<file path="config.mk">
export PLATFORM = sky130hd
export DESIGN_NAME = ram_loader
export DESIGN_NICKNAME = d
export VERILOG_FILES = /design/src/rtl/ram_loader.sv
export SDC_FILE = /design/constraint.sdc
export NUM_CORES = 1
export LEC_CHECK = 0
export CORE_MARGIN = 2
export CORE_UTILIZATION = 30
export CTS_CLUSTER_SIZE = 10
export DETAILED_ROUTE_END_ITERATION = 10
export DONT_BUFFER_PORTS = 1
export PLACE_DENSITY = 0.53
export SLEW_MARGIN = 20
export SYNTH_ARGS = -nofsm -noshare
export SYNTH_HDL_FRONTEND = slang
export SYNTH_SLANG_ARGS = --single-unit
</file>
<file path="constraint.sdc">
create_clock -name clk -period 5.75 [get_ports clk]
set_input_delay 1.15 -clock clk [delete_from_list [all_inputs] [get_ports clk]]
set_output_delay 1.15 -clock clk [all_outputs]
set_load 0.005 [all_outputs]
</file>
<file path="src/rtl/ram_loader.sv">
// ram_loader: write-side sequencer in front of the operand/result ram.
// It takes N_OPS operand bytes from the host stream and writes them to
// addresses 0..N_OPS-1. It then pulses start to the array and accepts N_RES
// result bytes, which it writes to addresses N_OPS..N_OPS+N_RES-1. Finally it
// pulses done and returns to accept the next frame.
// Ports:
//   clk, rst_n           clock, asynchronous active-low reset
//   s_valid/s_data/s_ready        host operand byte handshake
//   res_valid/res_data/res_ready  array result byte handshake
//   ram_en/ram_addr/ram_in        ram write port (sole driver)
//   start                one-cycle pulse, operands resident in ram
//   done                 one-cycle pulse, all results written
module ram_loader #(
  parameter int DATA_W = 8,
  parameter int ADDR_W = 5,
  parameter int N_OPS  = 25,
  parameter int N_RES  = 4
) (
  input  logic              clk,
  input  logic              rst_n,
  input  logic              s_valid,
  input  logic [DATA_W-1:0] s_data,
  output logic              s_ready,
  input  logic              res_valid,
  input  logic [DATA_W-1:0] res_data,
  output logic              res_ready,
  output logic              ram_en,
  output logic [ADDR_W-1:0] ram_addr,
  output logic [DATA_W-1:0] ram_in,
  output logic              start,
  output logic              done
);

  typedef enum logic [1:0] {LOAD, KICK, COLLECT, FIN} state_t;

  localparam logic [ADDR_W-1:0] LAST_OP  = ADDR_W'(N_OPS - 1);
  localparam logic [ADDR_W-1:0] RES_BASE = ADDR_W'(N_OPS);
  localparam logic [ADDR_W-1:0] LAST_RES = ADDR_W'(N_OPS + N_RES - 1);

  state_t            state;
  logic [ADDR_W-1:0] idx;
  // Counts cycles in KICK/FIN: 0 lets the final write land, 1 raises the
  // pulse, 2 drops it and moves on.
  logic [1:0]        wait_cnt;

  always_ff @(posedge clk or negedge rst_n) begin
    if (!rst_n) begin
      state     <= LOAD;
      idx       <= '0;
      wait_cnt  <= '0;
      s_ready   <= 1'b0;
      res_ready <= 1'b0;
      ram_en    <= 1'b0;
      ram_addr  <= '0;
      ram_in    <= '0;
      start     <= 1'b0;
      done      <= 1'b0;
    end else begin
      ram_en <= 1'b0;
      start  <= 1'b0;
      done   <= 1'b0;
      case (state)
        LOAD: begin
          s_ready <= 1'b1;
          if (s_valid && s_ready) begin
            ram_en   <= 1'b1;
            ram_addr <= idx;
            ram_in   <= s_data;
            if (idx == LAST_OP) begin
              s_ready  <= 1'b0;
              wait_cnt <= '0;
              state    <= KICK;
            end else begin
              idx <= idx + 1'b1;
            end
          end
        end
        KICK: begin
          wait_cnt <= wait_cnt + 2'd1;
          if (wait_cnt == 2'd1) start <= 1'b1;
          if (wait_cnt == 2'd2) begin
            wait_cnt  <= '0;
            idx       <= RES_BASE;
            res_ready <= 1'b1;
            state     <= COLLECT;
          end
        end
        COLLECT: begin
          if (res_valid && res_ready) begin
            ram_en   <= 1'b1;
            ram_addr <= idx;
            ram_in   <= res_data;
            if (idx == LAST_RES) begin
              res_ready <= 1'b0;
              wait_cnt  <= '0;
              state     <= FIN;
            end else begin
              idx <= idx + 1'b1;
            end
          end
        end
        FIN: begin
          wait_cnt <= wait_cnt + 2'd1;
          if (wait_cnt == 2'd1) done <= 1'b1;
          if (wait_cnt == 2'd2) begin
            wait_cnt <= '0;
            idx      <= '0;
            s_ready  <= 1'b1;
            state    <= LOAD;
          end
        end
        default: state <= LOAD;
      endcase
    end
  end

endmodule

</file>
==> out/summary.txt <==
status -> finished clean
commonest non-fill, non-tap cell in the layout -> dfrtp_1
largest net degree at the start of global routing -> 28
Site Rows -> 24
GP Congestion -> 0.756
setup TNS -> 0 ns
Die Ht -> 72.4 µm
global-route wire length before repair -> 4620 µm
number of port buffers -> 0
CTS Hold Bufs -> 0
CTS Sinks -> 27
max-cap violations -> 0
total CTS buffers -> 3
DR top layer -> met4
synthesized flop and latch total -> 27
GRT Total Usage -> 11.2%
Post-DRT Antenna Nets -> 0
Final Skew -> 0.00289 ns
vias in the first global route -> 970
Worst Hold Margin -> 0.544 ns
initial drt markers -> 29
pins over their slew limit -> 0
Mapped Cells -> 132
Seq/Total Area, Yosys -> 48.2%
fillers -> 423
WL/cell -> 15.1 µm
Yosys cell types -> 33
Max Freq -> 418 MHz
Area Growth Syn to Fin -> 7.85%
type of origin of the critical path -> flop
buffer count from post-CTS setup fixing -> 0
Hold Path Stages -> 1
kind of critical path -> flop to flop
Lkg Pwr -> 0.000680 µW
Max IR drop VDD -> 150 µV
Worst Tran Pin Value -> 0.726 ns
Vias -> 1,002
Final Hold Fails -> 0
total power -> 920 µW
crit end category -> flop
EDFF count, synth -> 0
RSZ-0062 raised after global routing -> no
Hold WC Path Type -> flop to flop
yosys warns -> 0
fin crit period -> 2.39 ns
Layout Utilization -> 34.3%
commonest cells after routing, fill and taps aside -> dfrtp_1, nor2_1, nand2_1
Final nets -> 161
root buf cell -> clkbuf_8
CTS tree -> done
DRC viols -> 0
Worst-path clk slew -> 0.09 ns
Initial Util -> 31.8%
final setup violation count -> 0
CTS H-tree lvls -> 1
CP max FO -> 21
first-pass iteration count of the detailed router -> 4
# resized after CTS -> 0
met3 WL -> 213 µm
Main synth FF type -> dfrtp_1
FFs w/ async S/R, synth -> 100%
initial antenna violation count -> 0
routed wire length -> 2810 µm
Arr. time, crit path -> 2.56 ns
WP data required -> 5.91 ns
period utilisation layout -> 41.6%
GRT Residual Overflow -> 0
PwrDens -> 608 nW/µm²
CTS Buffer Depth -> 2
Met2 Wirelength -> 1370 µm
netlist area before placement -> 1400 µm²
met1 wire length -> 1180 µm
syn_nets -> 158
Worst slew margin -> 51.6%
Antenna Diode Count -> 0
core area -> 4410 µm²
dpl hpwl -> 2050 µm
share of layout cells above drive strength 1 -> 16.4%
IO Count -> 38
DR vias/cell -> 5.39
reg2reg path depth -> 6
Avg Inst Size Synth -> 10.6 µm²
die footprint -> 5240 µm²
die width -> 72.4 µm
Worst-Skew Late Latency -> 0.27 ns
synthesized netlist by cell type (all sizes together), types with 3 or more instances:
master | instances | area share [%]
nand3 | 5 | 1.8
o31ai | 3 | 1.6
o21ai | 8 | 2.9
ha | 6 | 5.4
nor2 | 12 | 3.2
nand2 | 10 | 2.7
dfrtp | 27 | 48
mux2i | 9 | 6.4
mux2 | 9 | 7.2
inv | 8 | 2.1
a21oi | 8 | 2.9
worst max-delay path: stages, from the launching register on:
cell	delay, ns
dfrtp_1	0.44
inv_1	0.19
ha_1	0.66
nor2_1	0.19
a211oi_2	0.18
buf_4	0.27
mux2_2	0.36
power by group:
| group | leakage (µW) | internal (µW) | switching [µW] |
|---|---|---|---|
| clock | 0.0000228 | 49.6 | 57.5 |
| sequential | 0.000324 | 278 | 79.1 |
| combinational | 0.000333 | 213 | 243 |
| total | 0.000680 | 541 | 380 |
cell type report:
class | instances | area, µm² | share of cell area (%)
Inverter | 8 | 30.0 | 1.99
Clock buffer | 4 | 45.0 | 2.98
Timing Repair Buffer | 1 | 7.51 | 0.496
Tap cell | 52 | 65.1 | 4.30
Sequential cell | 27 | 676 | 44.7
Multi-Input combinational cell | 94 | 689 | 45.6
cell families (layout without fill, tap and decap cells):
group | count (synthesis) | after routing | share of synthesized area [%]
and+or+nand+nor | 41 | 41 | 15.3
muxes | 18 | 18 | 13.6
AOI/OAI and AO/OA | 29 | 29 | 14.5
buffers and inverters | 11 | 13 | 3.03
adders and majority gates | 6 | 6 | 5.35
DFF | 27 | 27 | 48.2
sequential cells by signal (all words and copies together) (netlist names):
signal,count
ram_in,8
idx,5
ram_addr,5
state,2
wait_cnt,2
done,1
ram_en,1
res_ready,1
s_ready,1
start,1
stage by stage:
| step | cells | area (µm²) | setup WS, ns |
|---|---|---|---|
| after floorplan | 132 | 1400 | 3.49 |
| after global placement | 182 | 1470 | 3.39 |
| final | 186 | 1510 | 3.36 |
| after detailed placement | 182 | 1470 | 3.35 |
| after CTS | 186 | 1510 | 3.32 |
| after global routing | 186 | 1510 | 3.15 |
path summary, 6_finish.rpt:
kind	endpoint	slack, ns	start
max	ram_addr[0]	3.36	state[0]
min	ram_addr[3]	0.54	ram_addr[3]
max reg2reg	ram_addr[0]	3.36	state[0]
min reg2reg	ram_addr[3]	0.54	ram_addr[3]
max in group asynchronous	idx[2]	5.11	rst_n
min in group asynchronous	res_ready	0.56	rst_n
metal layers:
layer	global-route usage [%]	vias to the layer above
li1	-	470
met2	19.1	46
met5	0	-
met1	14.1	481
met3	2.64	5
met4	3.70	0
No activity file was read; power rests on OpenSTA's default activity.
